File: src/rtl/operand_sequencer.sv
// operand_sequencer
//   Front end for the arithmetic unit. It conditions two raw push buttons
//   (ENTER, CLEAR) and uses debounced ENTER presses to capture operand A, then
//   operand B together with the op select, from the board switches. The result
//   is presented as a packed operand word {A,B} plus a mode.
//
//   Ports
//     clk        in   1  system clock, rising edge
//     rst_n      in   1  asynchronous active-low reset
//     sw_data    in   4  operand nibble from switches
//     sw_mode    in   2  op select (00 add, 01 sub, 10 x2, 11 /2)
//     btn_enter  in   1  raw ENTER button, active-high, bouncy
//     btn_clear  in   1  raw CLEAR button, active-high, bouncy
//     i_out      out  8  {A,B}, A in [7:4], B in [3:0]
//     mode_out   out  2  registered op select
//     valid      out  1  high while in S_DONE
//     go         out  1  one-cycle strobe when mode_out is loaded
//     state_dbg  out  2  current state encoding
module operand_sequencer #(
   parameter int DB_CYCLES = 16,
   parameter int DB_W      = 5
) (
   input  logic       clk,
   input  logic       rst_n,
   input  logic [3:0] sw_data,
   input  logic [1:0] sw_mode,
   input  logic       btn_enter,
   input  logic       btn_clear,
   output logic [7:0] i_out,
   output logic [1:0] mode_out,
   output logic       valid,
   output logic       go,
   output logic [1:0] state_dbg
);

   localparam logic [1:0] S_A    = 2'b00;
   localparam logic [1:0] S_B    = 2'b01;
   localparam logic [1:0] S_DONE = 2'b10;

   localparam logic [DB_W-1:0] CNT_MAX  = DB_W'(DB_CYCLES - 1);
   localparam logic [DB_W-1:0] CNT_ONE  = DB_W'(1);
   localparam logic [DB_W-1:0] CNT_ZERO = DB_W'(0);

   // Bit 0 is ENTER, bit 1 is CLEAR throughout the conditioning path.
   logic [1:0]      w_btn_raw;
   logic [1:0]      r_sync1;
   logic [1:0]      r_sync2;
   logic [1:0]      r_db;
   logic [1:0]      r_db_q;
   logic [DB_W-1:0] r_cnt [2];
   logic [1:0]      w_ev;
   logic            w_enter_ev;
   logic            w_clear_ev;

   logic [1:0]      r_state;
   logic [7:0]      r_i_out;
   logic [1:0]      r_mode;
   logic            r_go;
   logic            r_valid;

   logic [1:0]      w_state_nx;
   logic [7:0]      w_i_out_nx;
   logic [1:0]      w_mode_nx;
   logic            w_go_nx;

   assign w_btn_raw  = {btn_clear, btn_enter};
   // Rising edge of the debounced level: one cycle per accepted press.
   assign w_ev       = r_db & ~r_db_q;
   assign w_enter_ev = w_ev[0];
   assign w_clear_ev = w_ev[1];

   // Synchronise and debounce both buttons; the level only moves after the
   // synced input has disagreed with it for DB_CYCLES consecutive cycles.
   always_ff @(posedge clk or negedge rst_n) begin
      if (!rst_n) begin
         r_sync1 <= 2'b00;
         r_sync2 <= 2'b00;
         r_db    <= 2'b00;
         r_db_q  <= 2'b00;
         for (int k = 0; k < 2; k++) begin
            r_cnt[k] <= CNT_ZERO;
         end
      end else begin
         r_sync1 <= w_btn_raw;
         r_sync2 <= r_sync1;
         r_db_q  <= r_db;
         for (int k = 0; k < 2; k++) begin
            if (r_sync2[k] == r_db[k]) begin
               r_cnt[k] <= CNT_ZERO;
            end else if (r_cnt[k] == CNT_MAX) begin
               r_db[k]  <= r_sync2[k];
               r_cnt[k] <= CNT_ZERO;
            end else begin
               r_cnt[k] <= r_cnt[k] + CNT_ONE;
            end
         end
      end
   end

   // Next-state and output decode; clear overrides any simultaneous enter.
   always_comb begin
      w_state_nx = r_state;
      w_i_out_nx = r_i_out;
      w_mode_nx  = r_mode;
      w_go_nx    = 1'b0;
      if (w_clear_ev) begin
         w_state_nx = S_A;
         w_i_out_nx = 8'h00;
         w_mode_nx  = 2'b00;
      end else begin
         case (r_state)
            S_A: begin
               if (w_enter_ev) begin
                  w_i_out_nx = {sw_data, r_i_out[3:0]};
                  w_state_nx = S_B;
               end else begin
                  w_state_nx = S_A;
               end
            end
            S_B: begin
               if (w_enter_ev) begin
                  w_i_out_nx = {r_i_out[7:4], sw_data};
                  w_mode_nx  = sw_mode;
                  w_go_nx    = 1'b1;
                  w_state_nx = S_DONE;
               end else begin
                  w_state_nx = S_B;
               end
            end
            S_DONE: begin
               // Re-run the held operands with a new op select.
               if (w_enter_ev) begin
                  w_mode_nx = sw_mode;
                  w_go_nx   = 1'b1;
               end else begin
                  w_mode_nx = r_mode;
               end
            end
            default: begin
               w_state_nx = S_A;
               w_i_out_nx = 8'h00;
               w_mode_nx  = 2'b00;
            end
         endcase
      end
   end

   // Register state and all outputs so nothing downstream sees decode glitches.
   always_ff @(posedge clk or negedge rst_n) begin
      if (!rst_n) begin
         r_state <= S_A;
         r_i_out <= 8'h00;
         r_mode  <= 2'b00;
         r_go    <= 1'b0;
         r_valid <= 1'b0;
      end else begin
         r_state <= w_state_nx;
         r_i_out <= w_i_out_nx;
         r_mode  <= w_mode_nx;
         r_go    <= w_go_nx;
         r_valid <= (w_state_nx == S_DONE);
      end
   end

   assign i_out     = r_i_out;
   assign mode_out  = r_mode;
   assign valid     = r_valid;
   assign go        = r_go;
   assign state_dbg = r_state;

endmodule

File: config.mk
export PLATFORM = sky130hd
export DESIGN_NAME = operand_sequencer
export DESIGN_NICKNAME = d
export VERILOG_FILES = /design/src/rtl/operand_sequencer.sv
export SDC_FILE = /design/constraint.sdc
export NUM_CORES = 1
export LEC_CHECK = 0
export BUFFER_PORTS_ARGS = -buffer_cell sky130_fd_sc_hd__buf_4
export CAP_MARGIN = 5
export CORE_MARGIN = 10
export CORE_UTILIZATION = 35
export CTS_BUF_LIST = sky130_fd_sc_hd__clkbuf_8
export CTS_CLUSTER_SIZE = 30
export DETAILED_ROUTE_END_ITERATION = 10
export PLACE_DENSITY = 0.52
export SYNTH_ARGS = -nofsm -noshare
export SYNTH_HDL_FRONTEND = slang
export SYNTH_SLANG_ARGS = --single-unit
File: constraint.sdc
create_clock -name clk -period 1.5 [get_ports clk]
set_input_delay 0 -clock clk [delete_from_list [all_inputs] [get_ports clk]]
set_output_delay 0 -clock clk [all_outputs]
set_load 0.01 [all_outputs]
==> metrics.md <==
| Metric | Value |
|---|---|
| Synth area leader | `dfrtp_1` |
| Non-filler cells, final | `220` |
| Total CTS buffers | `5` |
| Synth cell count leaders | `dfrtp_1 (32), nand3_1 (24), a31oi_1 (10)` |
| Hold Vio Cnt, Final | `0` |
| Root buf cell | `clkbuf_8` |
| Yosys top cell area share | `a little under three fifths` |
| Min-Delay Path Class | `in -> reg` |
| Largest net degree at the start of global routing | `33` |
| Flops & latches, synth | `32` |
| Largest delay share family, worst path | `simple AND/OR/NAND/NOR gates` |
| Placed cells | `between 200 and 250` |
| Congestion Overflow GR | `0` |
| Via density | `5.04` |
| Synth-to-Final Area Change | `32.2%` |
| Drt drc | `0` |
| Met2 GRT Util | `15.1%` |
| Crit path kind | `reg -> reg` |
| Warnings from Yosys | `0` |
| Dominant synthesized flop cell | `dfrtp_1` |
| Leak | `approximately 0.9 nW` |
| Proportion of layout cells with a drive suffix above 1 | `between 30% and 40%` |
| Synth async-reset ratio | `100%` |
| Netlist Area Pre-Place | `approximately 0.0015 mm^2` |
| DR pass1 iterations | `4` |
| Initial antenna violation count | `0` |
| Crit path from | `state_dbg[1]` |
| Element type at the critical path end | `register` |
| Die W | `about 84 um` |
| Critical Path RT | `approximately 1700 ps` |
| Net Count, Synth | `144` |
| Gr usage total | `roughly a tenth` |
| CTS tree | `yes` |
| H-Tree Depth | `2` |
| DRT antenna net count | `0` |
| Power density over the cells | `approximately 1100 mW/mm^2` |
| Die height | `~84 um` |
| CP max FO | `4` |
| Initial DRC count | `56` |
| Fin crit period | `between 1000 and 1500 ps` |
| PortBufs | `23` |
| Met1 Use GR | `between 10% and 20%` |
| Initial core utilization | `36.3%` |
| Worst reg2reg startpoint | `state_dbg[1]` |
| GP Congestion | `just over 0.7` |
| Clock Tree Buf Depth | `2` |
| Worst EP arrival | `about 1600 ps` |
| Vias in the first global route | `between 1000 and 1500` |
| Most common cell in the netlist | `dfrtp_1` |
| # IOs | `24` |
| Achievable Freq | `between 600 and 700 MHz` |
| Die outline area | `0.00713 mm^2` |
| GR peak layer | `met2` |
| Final Net Count | `between 150 and 200` |
| CTS sink count | `32` |
| Worst Path Buf+Inv | `1` |
| Final Skew | `about 5.7 ps` |
| Synth unique cells | `27` |
| DR vias | `approximately 1100` |
| RSZ-0062 raised after global routing | `true` |
| Final cell utilization of the core | `roughly 48%` |
| Worst Tran Pin Value | `between 400 and 500 ps` |
| Slew Viols, Final | `0` |
| Hold Slack | `11.8 ps` |
| DR WL/cell | `14.5 um` |
| Post-synth EDFFs | `0` |
| # rows | `23` |
| WL final | `between 3000 and 4000 um` |
| Register area share after synthesis | `between 50% and 60%` |
| # setup viols final | `0` |
| Status | `complete, no violations` |
| Cells after Synth | `about 130` |
| Hold Startpoint | `sw_data[1]` |
| ANT cells | `0` |
| CORE AREA | `between 0.004 and 0.005 mm^2` |
| Tcrit/Tclk final | `96.4%` |
| Detailed Place HPWL | `around 2300 um` |
| Worst-skew pair later-pin latency | `between 200 and 300 ps` |
| Syn Area/Cell | `about 11 um^2` |
| Maximum VDD drop | `roughly 0.0005 V` |
| Slew HR | `between 70 and 80%` |
| Clock slew at reported path FFs | `around 60 ps` |
| Crit path largest cell delay | `roughly 430 ps` |
| Critical Path Start Type | `register` |
| Post-Place Setup Slack | `-1.76 ps` |
| First-pass GRT wire length | `about 5500 um` |
| CP Cell Sequence | `inv_2 > ha_4 > nor4b_4 > nand3_1 > a31oi_1` |
| Slowest-stage cell, CP | `dfrtp_1` |
| Post-route setup slack | `about 54 ps` |
| Met3 Use GR | `roughly 2.8%` |
| Maxcap violations | `0` |
| Synth area leaders | `dfrtp_1 (55%), nand3_1 (8.3%), ha_1 (5.2%)` |
==> placed cells by master (no fill, tap or decap) <==
cell and count:
dlygate4sd3_1 7, nor4b_4 2, o21ai_0 8, dfrtp_2 1
and2_1 5, nand2_1 2, inv_1 3, a211oi_2 1
nand2b_4 1, o21ai_1 2, ha_4 2, buf_4 33
and4bb_1 1, a31oi_1 10, xor2_1 6, nor3b_2 1
o21a_1 1, nor2_1 8, mux2_1 1, ha_1 4
nand3_1 24, mux2_4 1, a21oi_1 1, and3_1 2
mux2_2 1, nor3b_1 1, clkbuf_8 6, inv_2 2
a31o_2 1, dfrtp_1 31, nor2b_1 1
==> worst reg2reg max path, cell delays in order (launching register included) <==
cell and delay (ps):
dfrtp_1 430, inv_2 80, ha_4 180, nor4b_4 370, nand3_1 130, a31oi_1 190
==> final timing paths <==
kind                                end  slack, ps  cells after the start
hold reg to reg              r_sync2[0]        350                      0
hold / removal                 i_out[5]         10                      3
min in group asynchronous      r_cnt[8]        190                      2
max in group asynchronous  state_dbg[0]        990                      2
setup reg to reg               i_out[1]         50                      5
setup / recovery               i_out[1]         50                      5
==> through the flow <==
stage	instance area, um^2	power (W)	setup TNS (ps)
after floorplan	1460	0.00122	0
after global placement	1720	0.00144	0
after detailed placement	1720	0.00145	-1.76
after CTS	1890	0.00214	0
after global routing	1920	0.00222	-395
final	1920	0.00210	0
==> cell type report <==
type	instances	area [um^2]
tap	50	62.6
sequential	32	802
timing repair buffer	40	318
inverter	3	11.3
clock inverter	2	7.51
fill	377	2080
clock buffer	6	82.6
multi-input combinational	87	638
==> kinds of logic (layout without fill, tap and decap cells) <==
| kind of cell | count (synthesis) | after routing | synth area share [%] |
|---|---|---|---|
| adder cells (fa/ha/maj) | 6 | 6 | 5.16 |
| XOR/XNOR | 6 | 6 | 3.61 |
| buffers and inverters | 9 | 51 | 3.10 |
| flip-flops | 32 | 32 | 55.1 |
| AO/OA/AOI/OAI | 24 | 24 | 10.1 |
| multiplexers | 3 | 3 | 2.58 |
| AND/OR/NAND/NOR | 48 | 48 | 20.4 |
==> layer usage <==
metal | routed length (um) | vias to the layer above
met4 | 26 | 0
met5 | 0 | -
met1 | 1460 | 537
met2 | 1520 | 32
li1 | - | 537
met3 | 173 | 3
==> registers in the layout (all words and copies together) (netlist names) <==
signal / count
go: 1
r_sync1: 2
r_cnt: 10
r_db: 2
valid: 1
state_dbg: 2
r_sync2: 2
i_out: 8
r_db_q: 2
mode_out: 2
==> repair_timing <==
action,in CTS,in global routing
endpoints found under the setup margin,3,9
pin swaps,1,9
buffers inserted,0,1
gates resized for setup,1,6
hold buffers,7,0
endpoints found under the hold margin,38,0
==> power breakdown <==
group,internal [W],switching (W),total [W]
registers,0.000973,0.0000836,0.00106
clock network,0.000360,0.000297,0.000657
logic,0.000213,0.000175,0.000387
total,0.00155,0.000556,0.00210
Note: power is estimated with default switching activity, not from simulation.
